### src/rtl/fle_ccff_loader.sv
// fle_ccff_loader: streams host bytes MSB-first into a serial configuration
// chain (CCFF), then optionally recirculates the chain once and compares the
// parity of what comes out of the tail against the parity of what was loaded.
module fle_ccff_loader #(
  parameter int CHAIN_LEN = 20,
  parameter int BYTE_W    = 8
) (
  input  logic              prog_clk,
  input  logic              pReset,
  input  logic              start,
  input  logic              verify_en,
  input  logic [BYTE_W-1:0] byte_in,
  input  logic              byte_valid,
  output logic              byte_ready,
  output logic              ccff_head,
  output logic              ccff_shift_en,
  input  logic              ccff_tail,
  output logic              busy,
  output logic              done,
  output logic              err
);

  localparam int CW = $clog2(CHAIN_LEN + 1);
  localparam int HW = $clog2(BYTE_W + 1);
  localparam int SW = ((CW > HW) ? CW : HW) + 1;
  localparam logic [CW-1:0] LAST = CW'(CHAIN_LEN - 1);

  typedef enum logic [1:0] {S_IDLE, S_LOAD, S_VERIFY, S_DONE} state_t;

  state_t            state, state_nx;
  logic [CW-1:0]     bits_sent;   // bits pushed into the chain this load
  logic [CW-1:0]     vcnt;        // recirculation cycles completed
  logic [BYTE_W-1:0] hold;
  logic              hold_v;
  logic [HW-1:0]     hold_cnt;    // bits still pending in hold
  logic              ven_q;
  logic              load_par;
  logic              tail_par;
  logic              err_q;

  logic [HW-1:0]     bits_in_hold;
  logic [SW-1:0]     fill;
  logic              room;
  logic              last_bit;
  logic              vlast;
  logic              xfer;

  // Bits committed so far; a new byte is only taken while the chain has room.
  assign bits_in_hold = hold_v ? hold_cnt : '0;
  assign fill         = SW'(bits_sent) + SW'(bits_in_hold);
  assign room         = (fill < SW'(CHAIN_LEN));
  assign last_bit     = (state == S_LOAD) && hold_v && (bits_sent == LAST);
  assign vlast        = (state == S_VERIFY) && (vcnt == LAST);
  assign xfer         = byte_valid && byte_ready;
  assign err          = err_q;

  // State register
  always_ff @(posedge prog_clk or posedge pReset) begin
    if (pReset) state <= S_IDLE;
    else        state <= state_nx;
  end

  // Next-state: load ends on the edge that pushes the last bit
  always_comb begin
    state_nx = state;
    case (state)
      S_IDLE:   if (start) state_nx = S_LOAD;
      S_LOAD:   if (last_bit) state_nx = ven_q ? S_VERIFY : S_DONE;
      S_VERIFY: if (vlast) state_nx = S_DONE;
      S_DONE:   state_nx = S_IDLE;
      default:  state_nx = S_IDLE;
    endcase
  end

  // Outputs: head/shift qualified by state; verify recirculates tail to head
  always_comb begin
    byte_ready    = 1'b0;
    ccff_head     = 1'b0;
    ccff_shift_en = 1'b0;
    busy          = 1'b0;
    done          = 1'b0;
    case (state)
      S_LOAD: begin
        busy          = 1'b1;
        byte_ready    = !hold_v && room;
        ccff_shift_en = hold_v;
        ccff_head     = hold_v & hold[BYTE_W-1];
      end
      S_VERIFY: begin
        busy          = 1'b1;
        ccff_shift_en = 1'b1;
        ccff_head     = ccff_tail;
      end
      S_DONE: begin
        busy = 1'b1;
        done = 1'b1;
      end
      default: ;
    endcase
  end

  // Datapath: hold register, counters, parities and the sticky error flag
  always_ff @(posedge prog_clk or posedge pReset) begin
    if (pReset) begin
      bits_sent <= '0;
      vcnt      <= '0;
      hold      <= '0;
      hold_v    <= 1'b0;
      hold_cnt  <= '0;
      ven_q     <= 1'b0;
      load_par  <= 1'b0;
      tail_par  <= 1'b0;
      err_q     <= 1'b0;
    end else begin
      case (state)
        S_IDLE: if (start) begin
          ven_q     <= verify_en;
          err_q     <= 1'b0;
          bits_sent <= '0;
          vcnt      <= '0;
          load_par  <= 1'b0;
          tail_par  <= 1'b0;
          hold_v    <= 1'b0;
        end
        S_LOAD: begin
          if (hold_v) begin
            hold      <= hold << 1;
            hold_cnt  <= hold_cnt - HW'(1);
            bits_sent <= bits_sent + CW'(1);
            load_par  <= load_par ^ hold[BYTE_W-1];
            // Drop leftover bits of a final partial byte
            if (hold_cnt == HW'(1) || bits_sent == LAST) hold_v <= 1'b0;
          end else if (xfer) begin
            hold     <= byte_in;
            hold_cnt <= HW'(BYTE_W);
            hold_v   <= 1'b1;
          end
        end
        S_VERIFY: begin
          vcnt     <= vcnt + CW'(1);
          tail_par <= tail_par ^ ccff_tail;
          if (vlast) err_q <= ((tail_par ^ ccff_tail) != load_par);
        end
        default: ;
      endcase
    end
  end

endmodule
### config.mk
export PLATFORM = sky130hd
export DESIGN_NAME = fle_ccff_loader
export DESIGN_NICKNAME = d
export VERILOG_FILES = /design/src/rtl/fle_ccff_loader.sv
export SDC_FILE = /design/constraint.sdc
export NUM_CORES = 1
export LEC_CHECK = 0
export ABC_AREA = 1
export BUFFER_PORTS_ARGS = -buffer_cell sky130_fd_sc_hd__buf_2
export CAP_MARGIN = 5
export CORE_ASPECT_RATIO = 1.2
export CORE_MARGIN = 2
export CORE_UTILIZATION = 60
export CTS_CLUSTER_DIAMETER = 100
export DETAILED_ROUTE_END_ITERATION = 12
export PLACE_DENSITY_LB_ADDON = 0.25
export SLEW_MARGIN = 30
export SYNTH_ARGS = -nofsm -noshare
export SYNTH_HDL_FRONTEND = slang
export SYNTH_SLANG_ARGS = --single-unit
### constraint.sdc
create_clock -name prog_clk -period 3.7 [get_ports prog_clk]
set_clock_uncertainty 0.05 [all_clocks]
set_input_delay 0.555 -clock prog_clk [delete_from_list [all_inputs] [get_ports prog_clk]]
set_output_delay 0.555 -clock prog_clk [all_outputs]
set_load 0.03 [all_outputs]
==> reports/qor.txt <==
Postcts setup bufs: 0
Routed len/inst: 12.0 um
Ys async rst share: 100%
IO Port Bufs: 19
Synth Area in Adders: 7.78%
Post-synthesis sequential area ratio: 37.6%
Post-Synth Simple-Gate Area: 34.0%
Clock-pin slew on the worst setup and hold paths: 90 ps
Ys flop type: dfrtp_1
Cell area after placement: 2030 um^2
CP arrival: 2480 ps
Largest family of logic cells by synthesized area: simple AND/OR/NAND/NOR gates
Switching Share: 46.1%
Cts bufs inserted: 5
Area of the die: 3690 um^2
Max_cap viols: 0
Clock share of power: 14.6%
Non-Filler Instances: 303
Period utilization: 83.4%
Via Count: 1,602
Layout Nets: 292
Worst EP required: 3090 ps
Remaining DRCs: 0
Post-route ant nets: 0
Final setup violation count: 0
Post-synth EDFFs: 0
Die width: 55.8 um
Post-Synth XOR/XNOR Area: 1.36%
CTS tree: yes
Lkg Pwr: 1.15 nW
Initial antenna violation count: 0
Util after Layout: 68.7%
DR vias/cell: 5.29
Largest net degree at the start of global routing: 30
CTS Root Cell: clkbuf_4
Vias in the first global route: 1,501
Peak Freq: 324 MHz
ANT cells: 0
Setup crit end kind: output pin
Crit path launch type: flop
Dominant cells by area after synthesis: dfrtp_1, nand2_1, ha_1, inv_1, nand3_2
Status: finished, final reports clean
Hpwl dp: 2720 um
Internal: 805 uW
Io pins: 20
VDD IR max: 0.436 mV
Worst Hold Class: input pin to asynchronous set/reset pin
Switching power: 689 uW
Area leader, netlist: dfrtp_1
Endpoints failing hold: 0
Max Slew Vio Count: 0
Die height: 66.1 um
Hold Buf Count CTS: 0
First-pass GRT wire length: 6430 um
Mux contribution to synthesized area: 0.583%
Unique masters post-synth: 36
Total negative setup slack: 0 ps
Sequential Power Share: 37.5%
Gr usage total: 22.8%
Cts repair resizes: 0
Starting Density: 63.2%
Ys Warns: 0
Non-Filler Cell Area, Final: 2100 um^2
Post-layout min period: 3090 ps
R2R setup slack: 1220 ps
Yosys reg bits: 29
CTS H-Tree Depth: 2
Placed insts: 295
Clock Tree Buf Depth: 2
Area grow syn2layout: 8.75%
Core area: 3060 um^2
Clk_lat worst skew: 320 ps
Slew @ Worst Pin: 639 ps
Share of cells above drive strength 1: 21.7%
Final Routed Wirelength: 3630 um
Routability Congestion: 0.811
Syn Inst Count: 245
Kind of critical path: flop to output pin
Synth top area share: 37.6%
Gate power share: 47.9%
PD cells: 712 nW/um^2
First DRT Iteration DRCs: 59
Placement Rows: 22
Post-synthesis compound-gate area fraction: 10.2%
Normalized max-slew margin: 57.4%
GRT overflow: 0
Max FO, Critical Path: 21
Synthesized area per cell: 7.88 um^2
Power, Total: 1.49 mW
RSZ-0062 raised after global routing: false
Drt pass-1 iters: 4
Cell Area, Synth: 1930 um^2
Clock sink count: 29
Syn_nets: 271
synth_stat cells, types with 3 or more instances:
| library cell | n |
|---|---|
| o21ai_2 | 3 |
| a21oi_1 | 14 |
| nand2_1 | 77 |
| nand3_1 | 11 |
| nand2_4 | 3 |
| nand4_1 | 4 |
| nand3_2 | 9 |
| dfrtp_1 | 29 |
| nor2_1 | 9 |
| o22ai_1 | 3 |
| nor3_1 | 4 |
| ha_1 | 12 |
| nand2_2 | 4 |
| o21ai_0 | 8 |
| inv_1 | 29 |
worst max-delay path, cell delays in order (launching register included):
cell and delay (ps):
dfrtp_1 760, nand2_1 110, inv_1 80, ha_1 250, a21oi_1 300, nand2_4 90
nand2_2 70, nand2_2 60, nand2_4 70, nand2_1 50, nor3_1 110, buf_2 220
power by group through the flow:
stage | registers, mW | clock network [mW] | logic (mW)
final | 0.560 | 0.219 | 0.716
after global routing | 0.581 | 0.241 | 0.821
after detailed placement | 0.565 | 0 | 0.715
after global placement | 0.563 | 0 | 0.700
after CTS | 0.559 | 0.225 | 0.722
after floorplan | 0.532 | 0 | 0.604
through the flow:
step / hold WS, ps / worst slack [ps]
finish: 247 / 613
floorplan: 418 / 721
global placement: 418 / 1020
CTS: 255 / 609
detailed placement: 434 / 972
global route: 282 / 401
flip-flops by register name, summed over array words and instances, names as in the netlist:
name,cells
hold,8
vcnt,5
hold_cnt,4
ven_q,1
err,1
state,2
tail_par,1
hold_v,1
load_par,1
bits_sent,5
logic make-up (layout without fill, tap and decap cells):
family / Yosys count / after routing
and+or+nand+nor: 130 / 130
xor gates and xnor gates: 3 / 3
buffers and inverters: 37 / 59
adders and majority gates: 12 / 12
AOI/OAI and AO/OA: 33 / 33
muxes: 1 / 1
DFF: 29 / 29
per-layer routing:
metal	vias to the layer above	global-route usage [%]	wire [um]
met3	4	6.07	115
li1	830	-	-
met2	22	37.4	1800
met1	746	27.0	1670
met4	0	13.1	55
met5	-	0	0
path summary, 6_finish.rpt:
check,startpoint,end,cells past startpoint
min reg2reg,err,err,2
max in group asynchronous,pReset,bits_sent[3],2
min in group prog_clk,verify_en,ven_q,2
max,hold_v,byte_ready,11
min,pReset,hold[2],2
max reg2reg,hold_v,hold[5],10
final cells by class:
class	instances	area, um^2
fill	271	956
multi-input combinational	179	1040
clock inverter	1	5.00
sequential	29	726
tap	36	45.0
inverter	31	116
timing repair buffer	20	103
clock buffer	7	65.1
cells in the final DEF (no fill, tap or decap), types with 3 or more instances in the layout:
cell      synthesis  final
o22ai_1           3      3
nand3_1          11     11
ha_1             12     12
nor3_1            4      4
o21ai_0           8      8
nor2_1            9      9
nand2_1          77     77
buf_2             2     19
dfrtp_1          29     29
a21oi_1          14     14
nand4_1           4      4
nand3_2           9      9
nand2_2           4      4
clkbuf_4          0      5
nand2_4           3      3
inv_1            29     28
o21ai_2           3      3
Power figures use the tool's default switching activity.
